**src/rtl/param_dual_port_sram_pkg.sv**
```systemverilog
// Shared types, mode constants and the byte-lane merge helper for the
// parametrised dual-port SRAM.
package dp_sram_pkg;

  typedef enum logic {
    INIT = 1'b0,
    RUN  = 1'b1
  } state_e;

  // Read-during-write behaviour seen by the opposite port.
  localparam int RDW_OLD = 0;
  localparam int RDW_NEW = 1;

  // Winner of a write-write overlap on the same lane.
  localparam int PRIO_A = 0;
  localparam int PRIO_B = 1;

  // Widest word the merge helper handles; instances cast into and out of it.
  localparam int MAX_DATA_W = 256;
  localparam int MAX_NB     = MAX_DATA_W / 8;

  // Replace the lanes of old_w selected by be with the lanes of new_w.
  function automatic logic [MAX_DATA_W-1:0] merge_lanes(
    input logic [MAX_DATA_W-1:0] old_w,
    input logic [MAX_DATA_W-1:0] new_w,
    input logic [MAX_NB-1:0]     be
  );
    logic [MAX_DATA_W-1:0] res;
    res = old_w;
    for (int i = 0; i < MAX_NB; i++) begin
      if (be[i]) res[8*i +: 8] = new_w[8*i +: 8];
    end
    return res;
  endfunction

endpackage

```
**src/rtl/param_dual_port_sram_if.sv**
```systemverilog
// Bus bundle between two masters and the dual-port SRAM.
interface param_dual_port_sram_if #(
  parameter int DATA_W = 16,
  parameter int ADDR_W = 5
) ();
  localparam int NB = DATA_W / 8;

  logic              clear;
  logic              init_done;
  logic              en_a,      en_b;
  logic              we_a,      we_b;
  logic [NB-1:0]     byte_en_a, byte_en_b;
  logic [ADDR_W-1:0] addr_a,    addr_b;
  logic [DATA_W-1:0] din_a,     din_b;
  logic [DATA_W-1:0] dout_a,    dout_b;
  logic              valid_a,   valid_b;
  logic              collision;
  logic [15:0]       coll_cnt;

  modport master (
    output clear, en_a, en_b, we_a, we_b, byte_en_a, byte_en_b,
           addr_a, addr_b, din_a, din_b,
    input  init_done, dout_a, dout_b, valid_a, valid_b, collision, coll_cnt
  );

  modport slave (
    input  clear, en_a, en_b, we_a, we_b, byte_en_a, byte_en_b,
           addr_a, addr_b, din_a, din_b,
    output init_done, dout_a, dout_b, valid_a, valid_b, collision, coll_cnt
  );
endinterface

```
**src/rtl/param_dual_port_sram_out_stage.sv**
```systemverilog
// Optional second read-pipeline stage for one port; a wire when OUT_REG=0.
module sram_out_stage #(
  parameter int DATA_W  = 16,
  parameter int OUT_REG = 0
) (
  input  logic              clk,
  input  logic              rst_n,
  input  logic              valid_i,
  input  logic [DATA_W-1:0] data_i,
  output logic              valid_o,
  output logic [DATA_W-1:0] data_o
);

  if (OUT_REG != 0) begin : g_reg
    logic              valid_q;
    logic [DATA_W-1:0] data_q;

    // Delay valid by one cycle; data only moves with a valid beat so it holds.
    always_ff @(posedge clk or negedge rst_n) begin
      if (!rst_n) begin
        valid_q <= 1'b0;
        data_q  <= '0;
      end else begin
        valid_q <= valid_i;
        if (valid_i) data_q <= data_i;
      end
    end

    assign valid_o = valid_q;
    assign data_o  = data_q;
  end else begin : g_pass
    logic unused_clk_rst;
    assign unused_clk_rst = clk ^ rst_n;
    assign valid_o        = valid_i;
    assign data_o         = data_i;
  end

endmodule

```
**src/rtl/param_dual_port_sram.sv**
```systemverilog
// True dual-port SRAM with byte enables, collision resolution, a saturating
// collision counter and a post-reset / on-request clear sequencer.
module param_dual_port_sram
  import dp_sram_pkg::*;
#(
  parameter int DATA_W    = 16,
  parameter int ADDR_W    = 5,
  parameter int RDW_MODE  = RDW_OLD,
  parameter int OUT_REG   = 0,
  parameter int PORT_PRIO = PRIO_A
) (
  input logic                  clk,
  input logic                  rst_n,
  param_dual_port_sram_if.slave bus
);

  localparam int NB    = DATA_W / 8;
  localparam int DEPTH = 1 << ADDR_W;

  typedef logic [DATA_W-1:0] word_t;

  function automatic word_t merge(input word_t old_w, input word_t new_w,
                                  input logic [NB-1:0] be);
    return DATA_W'(merge_lanes(MAX_DATA_W'(old_w), MAX_DATA_W'(new_w), MAX_NB'(be)));
  endfunction

  word_t             mem [DEPTH];
  state_e            state_q, state_d;
  logic [ADDR_W-1:0] clr_ptr_q, clr_ptr_d;
  logic              accept, wr_a, rd_a, wr_b, rd_b, same_addr;
  logic              coll_d, coll_q;
  logic [15:0]       coll_cnt_d, coll_cnt_q;
  word_t             old_a, old_b, wdata_a, wdata_b, rdata_a, rdata_b;
  word_t             rd_data_a_q, rd_data_b_q;
  logic              rd_valid_a_q, rd_valid_b_q;

  // A clear request in RUN drops any access presented in the same cycle.
  assign accept    = (state_q == RUN) && !bus.clear;
  assign wr_a      = accept && bus.en_a && bus.we_a;
  assign rd_a      = accept && bus.en_a && !bus.we_a;
  assign wr_b      = accept && bus.en_b && bus.we_b;
  assign rd_b      = accept && bus.en_b && !bus.we_b;
  assign same_addr = (bus.addr_a == bus.addr_b);
  assign old_a     = mem[bus.addr_a];
  assign old_b     = mem[bus.addr_b];

  assign coll_d     = accept && bus.en_a && bus.en_b && same_addr && (bus.we_a || bus.we_b);
  assign coll_cnt_d = (coll_d && coll_cnt_q != 16'hFFFF) ? coll_cnt_q + 16'd1 : coll_cnt_q;

  // Next state: INIT walks the clear pointer across the array, RUN waits for clear.
  always_comb begin
    // NOTE: every variable gets a default at the top so no path infers a latch.
    state_d   = state_q;
    clr_ptr_d = clr_ptr_q;
    unique case (state_q)
      INIT: begin
        clr_ptr_d = clr_ptr_q + 1'b1;
        if (clr_ptr_q == ADDR_W'(DEPTH - 1)) state_d = RUN;
      end
      RUN: begin
        if (bus.clear) begin
          state_d   = INIT;
          clr_ptr_d = '0;
        end
      end
      default: state_d = INIT;
    endcase
  end

  // Write-data merge and read-data selection, including same-address cases.
  always_comb begin
    wdata_a = merge(old_a, bus.din_a, bus.byte_en_a);
    wdata_b = merge(old_b, bus.din_b, bus.byte_en_b);
    if (wr_a && wr_b && same_addr) begin
      // The winner's lanes are applied last so they override on overlap.
      if (PORT_PRIO == PRIO_B)
        wdata_a = merge(merge(old_a, bus.din_a, bus.byte_en_a), bus.din_b, bus.byte_en_b);
      else
        wdata_a = merge(merge(old_a, bus.din_b, bus.byte_en_b), bus.din_a, bus.byte_en_a);
      wdata_b = wdata_a;
    end
    rdata_a = old_a;
    rdata_b = old_b;
    if (RDW_MODE != RDW_OLD) begin
      if (wr_b && same_addr) rdata_a = wdata_b;
      if (wr_a && same_addr) rdata_b = wdata_a;
    end
  end

  // Storage array: zeroed word by word in INIT, otherwise written by both ports.
  // NOTE: the array has no reset; the INIT sequencer clears it so it can map to RAM.
  always_ff @(posedge clk) begin
    if (state_q == INIT) begin
      mem[clr_ptr_q] <= '0;
    end else begin
      if (wr_a) mem[bus.addr_a] <= wdata_a;
      if (wr_b) mem[bus.addr_b] <= wdata_b;
    end
  end

  // Control, collision and first read-stage registers.
  // NOTE: sequential state uses non-blocking assignments so every flop sees pre-edge values.
  always_ff @(posedge clk or negedge rst_n) begin
    if (!rst_n) begin
      state_q      <= INIT;
      clr_ptr_q    <= '0;
      coll_q       <= 1'b0;
      coll_cnt_q   <= '0;
      rd_valid_a_q <= 1'b0;
      rd_valid_b_q <= 1'b0;
      rd_data_a_q  <= '0;
      rd_data_b_q  <= '0;
    end else begin
      state_q      <= state_d;
      clr_ptr_q    <= clr_ptr_d;
      coll_q       <= coll_d;
      coll_cnt_q   <= coll_cnt_d;
      rd_valid_a_q <= rd_a;
      rd_valid_b_q <= rd_b;
      if (rd_a) rd_data_a_q <= rdata_a;
      if (rd_b) rd_data_b_q <= rdata_b;
    end
  end

  sram_out_stage #(.DATA_W(DATA_W), .OUT_REG(OUT_REG)) u_out_a (
    .clk(clk), .rst_n(rst_n), .valid_i(rd_valid_a_q), .data_i(rd_data_a_q),
    .valid_o(bus.valid_a), .data_o(bus.dout_a)
  );

  sram_out_stage #(.DATA_W(DATA_W), .OUT_REG(OUT_REG)) u_out_b (
    .clk(clk), .rst_n(rst_n), .valid_i(rd_valid_b_q), .data_i(rd_data_b_q),
    .valid_o(bus.valid_b), .data_o(bus.dout_b)
  );

  assign bus.init_done = (state_q == RUN);
  assign bus.collision = coll_q;
  assign bus.coll_cnt  = coll_cnt_q;

endmodule

```
**src/flat_wrapper.sv**
```systemverilog
// flat-port wrapper written by rule: the top's interface ports become plain ports
module param_dual_port_sram_flat import dp_sram_pkg::*;
#(
  parameter int DATA_W    = 16,
  parameter int ADDR_W    = 5,
  parameter int RDW_MODE  = RDW_OLD,
  parameter int OUT_REG   = 0,
  parameter int PORT_PRIO = PRIO_A
)
  (clk, rst_n, bus_clear, bus_en_a, bus_en_b, bus_we_a, bus_we_b, bus_byte_en_a, bus_byte_en_b, bus_addr_a, bus_addr_b, bus_din_a, bus_din_b, bus_init_done, bus_dout_a, bus_dout_b, bus_valid_a, bus_valid_b, bus_collision, bus_coll_cnt);
  param_dual_port_sram_if #(.DATA_W(DATA_W), .ADDR_W(ADDR_W)) bus_i ();
  input logic clk;
  input logic rst_n;
  input wire logic [$bits(bus_i.clear)-1:0] bus_clear;
  input wire logic [$bits(bus_i.en_a)-1:0] bus_en_a;
  input wire logic [$bits(bus_i.en_b)-1:0] bus_en_b;
  input wire logic [$bits(bus_i.we_a)-1:0] bus_we_a;
  input wire logic [$bits(bus_i.we_b)-1:0] bus_we_b;
  input wire logic [$bits(bus_i.byte_en_a)-1:0] bus_byte_en_a;
  input wire logic [$bits(bus_i.byte_en_b)-1:0] bus_byte_en_b;
  input wire logic [$bits(bus_i.addr_a)-1:0] bus_addr_a;
  input wire logic [$bits(bus_i.addr_b)-1:0] bus_addr_b;
  input wire logic [$bits(bus_i.din_a)-1:0] bus_din_a;
  input wire logic [$bits(bus_i.din_b)-1:0] bus_din_b;
  output wire logic [$bits(bus_i.init_done)-1:0] bus_init_done;
  output wire logic [$bits(bus_i.dout_a)-1:0] bus_dout_a;
  output wire logic [$bits(bus_i.dout_b)-1:0] bus_dout_b;
  output wire logic [$bits(bus_i.valid_a)-1:0] bus_valid_a;
  output wire logic [$bits(bus_i.valid_b)-1:0] bus_valid_b;
  output wire logic [$bits(bus_i.collision)-1:0] bus_collision;
  output wire logic [$bits(bus_i.coll_cnt)-1:0] bus_coll_cnt;
  assign bus_i.clear = bus_clear;
  assign bus_i.en_a = bus_en_a;
  assign bus_i.en_b = bus_en_b;
  assign bus_i.we_a = bus_we_a;
  assign bus_i.we_b = bus_we_b;
  assign bus_i.byte_en_a = bus_byte_en_a;
  assign bus_i.byte_en_b = bus_byte_en_b;
  assign bus_i.addr_a = bus_addr_a;
  assign bus_i.addr_b = bus_addr_b;
  assign bus_i.din_a = bus_din_a;
  assign bus_i.din_b = bus_din_b;
  assign bus_init_done = bus_i.init_done;
  assign bus_dout_a = bus_i.dout_a;
  assign bus_dout_b = bus_i.dout_b;
  assign bus_valid_a = bus_i.valid_a;
  assign bus_valid_b = bus_i.valid_b;
  assign bus_collision = bus_i.collision;
  assign bus_coll_cnt = bus_i.coll_cnt;
  param_dual_port_sram #(.DATA_W(DATA_W), .ADDR_W(ADDR_W), .RDW_MODE(RDW_MODE), .OUT_REG(OUT_REG), .PORT_PRIO(PORT_PRIO)) u_core (.clk(clk), .rst_n(rst_n), .bus(bus_i));
endmodule
```
**config.mk**
```make
export PLATFORM = sky130hd
export DESIGN_NAME = param_dual_port_sram_flat
export DESIGN_NICKNAME = d
export VERILOG_FILES = /design/src/rtl/param_dual_port_sram_pkg.sv /design/src/rtl/param_dual_port_sram_if.sv /design/src/rtl/param_dual_port_sram_out_stage.sv /design/src/rtl/param_dual_port_sram.sv /design/src/flat_wrapper.sv
export SDC_FILE = /design/constraint.sdc
export NUM_CORES = 1
export LEC_CHECK = 0
export CORE_UTILIZATION = 30
export DETAILED_ROUTE_END_ITERATION = 12
export PLACE_DENSITY = 0.48
export SYNTH_ARGS = -nofsm -noshare
export SYNTH_HDL_FRONTEND = slang
export SYNTH_SLANG_ARGS = --single-unit
```
**constraint.sdc**
```tcl
create_clock -name clk -period 3.9 [get_ports clk]
set_input_delay 0.39 -clock clk [delete_from_list [all_inputs] [get_ports clk]]
set_output_delay 0.39 -clock clk [all_outputs]
set_load 0.02 [all_outputs]
```
==> summary.txt <==
CTS tree -> built
Starting Density -> 0.304
Slowest Stage Delay on Critical Path -> 0.50 ns
Vias per Instance -> 6.08
Fin. Hold Viols -> 0
core box area -> 134,000 um^2
IO Count -> 105
Worst-Skew Late Latency -> 0.68 ns
initial DRC count -> 3,809
Non-Filler Instances -> 5,261
CP Capture Type -> flip-flop
GRT Overall Usage -> 0.265
post-CTS resize count -> 0
die footprint -> 137,000 um^2
layout cells sized above 1 -> 0.343
RSZ-0062 raised after global routing -> false
register area share after synthesis -> 0.413
Int Power -> 12.9 mW
Root Driver -> clkbuf_16
Worst Hold Class -> in -> async
total number of vias -> 32,000
total grt overflow -> 0
Comb pwr share -> 0.255
critical path's slowest cell -> dfrtp_1
ys async rst share -> 0.100
Sw Share -> 0.333
GR Layer Usage met1 -> 0.364
Pins Over Slew Limit -> 14
count of state elements after synthesis -> 569
Final #Nets -> 3,499
vias in the first global route -> 31,400
Final period util -> 0.873
fmax -> 294 MHz
dpl hpwl -> 134,000 um
DP Area -> 46,500 um^2
num rows -> 134
Clock power frac -> 0.353
Routed WL -> 186,000 um
Routed WL per cell -> 35.4 um
met3 Usage GRT -> 0.0571
Sw Pwr -> 6.44 mW
Buffers on Ports -> 104
Buf/Inv on CP -> 3
H-tree levels -> 3
initial antenna violation count -> 4
Post-DRT Antenna Nets -> 0
grt met2 use -> 0.401
clock slew at reported path FFs -> 0.07 ns
Die Span Y -> 370 um
DRC Markers -> 0
Post-synth top flop -> edfxtp_1
classification of the worst setup path -> reg -> reg
DR pass1 iterations -> 6
clock period minus worst slack -> 3.41 ns
setup_tns -> 0 ns
yosys warns -> 0
CTS Buf Count -> 71
cell area after synthesis -> 40,700 um^2
Req. time, crit path -> 4.31 ns
worst reg2reg setup slack -> 0.49 ns
clk sinks -> 569
Post-CTS Hold Fix Bufs -> 1
fin area -> 48,800 um^2
Post-CTS Setup Inserts -> 0
Final Skew -> 0.0345 ns
dpl cells -> 5,137
Synth Instances -> 3,266
Leakage Power -> 17.6 nW
WP data arrival -> 3.81 ns
pwr dens -> 396 nW/um^2
outcome -> complete, but fails checks
crit-path leading delay family -> simple AND/OR/NAND/NOR gates
leading cell types in the layout, fill and taps excluded -> mux2i_1 (884), edfxtp_1 (512), a211oi_2 (417)
GPL Wtd Cong -> 1.01
Chip Width -> 370 um
first-pass GRT wire length -> 257,000 um
Rel. slew slack -> -0.00824
clk buf depth -> 3
Critical Path Most Common Cell -> buf_4
GR peak layer -> met2
number of synthesized flops with an enable pin -> 512
commonest non-fill, non-tap cell in the layout -> mux2i_1
failing checks -> capacitance limit, slew limit
Startpoint Class -> flip-flop
post-synth cell types -> 68
area added between synthesis and finish -> 19.8%
Antenna diodes -> 0
Final setup viols -> 0
Least-Margin Pin Slew -> 1.51 ns
peak supply drop -> 0.000276 V
Avg Cell Area, Syn -> 12.5 um^2
Max FO, Critical Path -> 44
largest net degree at the start of global routing -> 81
maxcap violations -> 1
Sequential Power Share -> 0.393
syn_nets -> 3,322
crit-path cells -> and2b_1 -> and3_2 -> nand4_4 -> buf_4 -> buf_12 -> nand2_1 -> buf_4 -> nor2_1 -> a2111oi_2
## registers in the layout, summed over array words and instances, names as in the netlist
register,count
u_core.rd_data_a_q,16
u_core.bus.init_done,1
u_core.clr_ptr_q,5
u_core.bus.collision,1
u_core.rd_valid_b_q,1
u_core.rd_data_b_q,16
u_core.rd_valid_a_q,1
u_core.bus.coll_cnt,16
u_core.mem,512
## worst paths after layout
| check | end | depth (start not counted) | start |
|---|---|---|---|
| min in group clk | u_core.rd_data_a_q[11]$_DFFE_PN0P_ | 2 | u_core.rd_data_a_q[11]$_DFFE_PN0P_ |
| min | u_core.clr_ptr_q[4]$_DFFE_PN0P_ | 2 | rst_n |
| min reg2reg | u_core.rd_data_a_q[11]$_DFFE_PN0P_ | 2 | u_core.rd_data_a_q[11]$_DFFE_PN0P_ |
| max | u_core.mem[31][11]$_DFFE_PP_ | 9 | u_core.bus.init_done$_DFF_PN0_ |
| max reg2reg | u_core.mem[31][11]$_DFFE_PP_ | 9 | u_core.bus.init_done$_DFF_PN0_ |
| max in group asynchronous | u_core.rd_data_a_q[11]$_DFFE_PN0P_ | 3 | rst_n |
## power groups by stage
| stage | Sequential, mW | Clock [mW] | Combinational [mW] |
|---|---|---|---|
| 6_report | 7.59 | 6.82 | 4.92 |
| 5_1_grt | 7.63 | 7.10 | 5.08 |
| 4_1_cts | 7.58 | 6.91 | 4.84 |
| 3_5_place_dp | 7.70 | 0 | 4.83 |
| 3_3_place_gp | 7.69 | 0 | 4.82 |
| 2_1_floorplan | 7.70 | 0 | 2.31 |
## per-layer routing
metal  share of wire  routed length [um]
met5               0                   0
met4           0.048                8900
met3           0.081               15000
met2            0.44               81400
met1            0.43               80900
## stage by stage
stage	hold slack, ns	power [mW]	util	setup WS (ns)
3_3_place_gp	0.462	12.5	0.347	0.123
5_1_grt	0.456	19.8	0.364	0.422
3_5_place_dp	0.469	12.5	0.347	0.127
4_1_cts	0.387	19.3	0.364	0.564
2_1_floorplan	0.0944	10.0	-	0.552
6_report	0.380	19.3	0.364	0.494
## cell type report
cell class,instances,area (um^2)
inverter,7,26.3
timing repair buffer,527,5460
clock inverter,31,327
multi-input combinational,2267,22000
tap,1768,2210
sequential,569,16800
fill,13000,85300
clock buffer,92,1960
## synthesized netlist by cell type (all sizes together), types with 31 or more instances
library cell | count | area share
o22ai | 146 | 0.022
nand3 | 31 | 0.0038
a211oi | 472 | 0.14
nor2 | 79 | 0.0096
mux4 | 63 | 0.035
edfxtp | 512 | 0.38
a221oi | 62 | 0.019
mux2i | 884 | 0.22
buf | 306 | 0.043
dfrtp | 57 | 0.035
a22oi | 31 | 0.0057
a21oi | 64 | 0.0080
nand2 | 75 | 0.0072
nor4 | 35 | 0.0054
o21ai | 80 | 0.0098
clkbuf | 117 | 0.011
mux2 | 33 | 0.0094
## logic make-up after synthesis
family,after synthesis,share of synthesized area
AO/OA/AOI/OAI,932,0.221
multiplexers,980,0.261
adder cells (fa/ha/maj),3,0.000922
buffers and inverters,430,0.0550
AND/OR/NAND/NOR,330,0.0448
flip-flops,569,0.413
XOR/XNOR,22,0.00473
No activity file was read; power rests on OpenSTA's default activity.
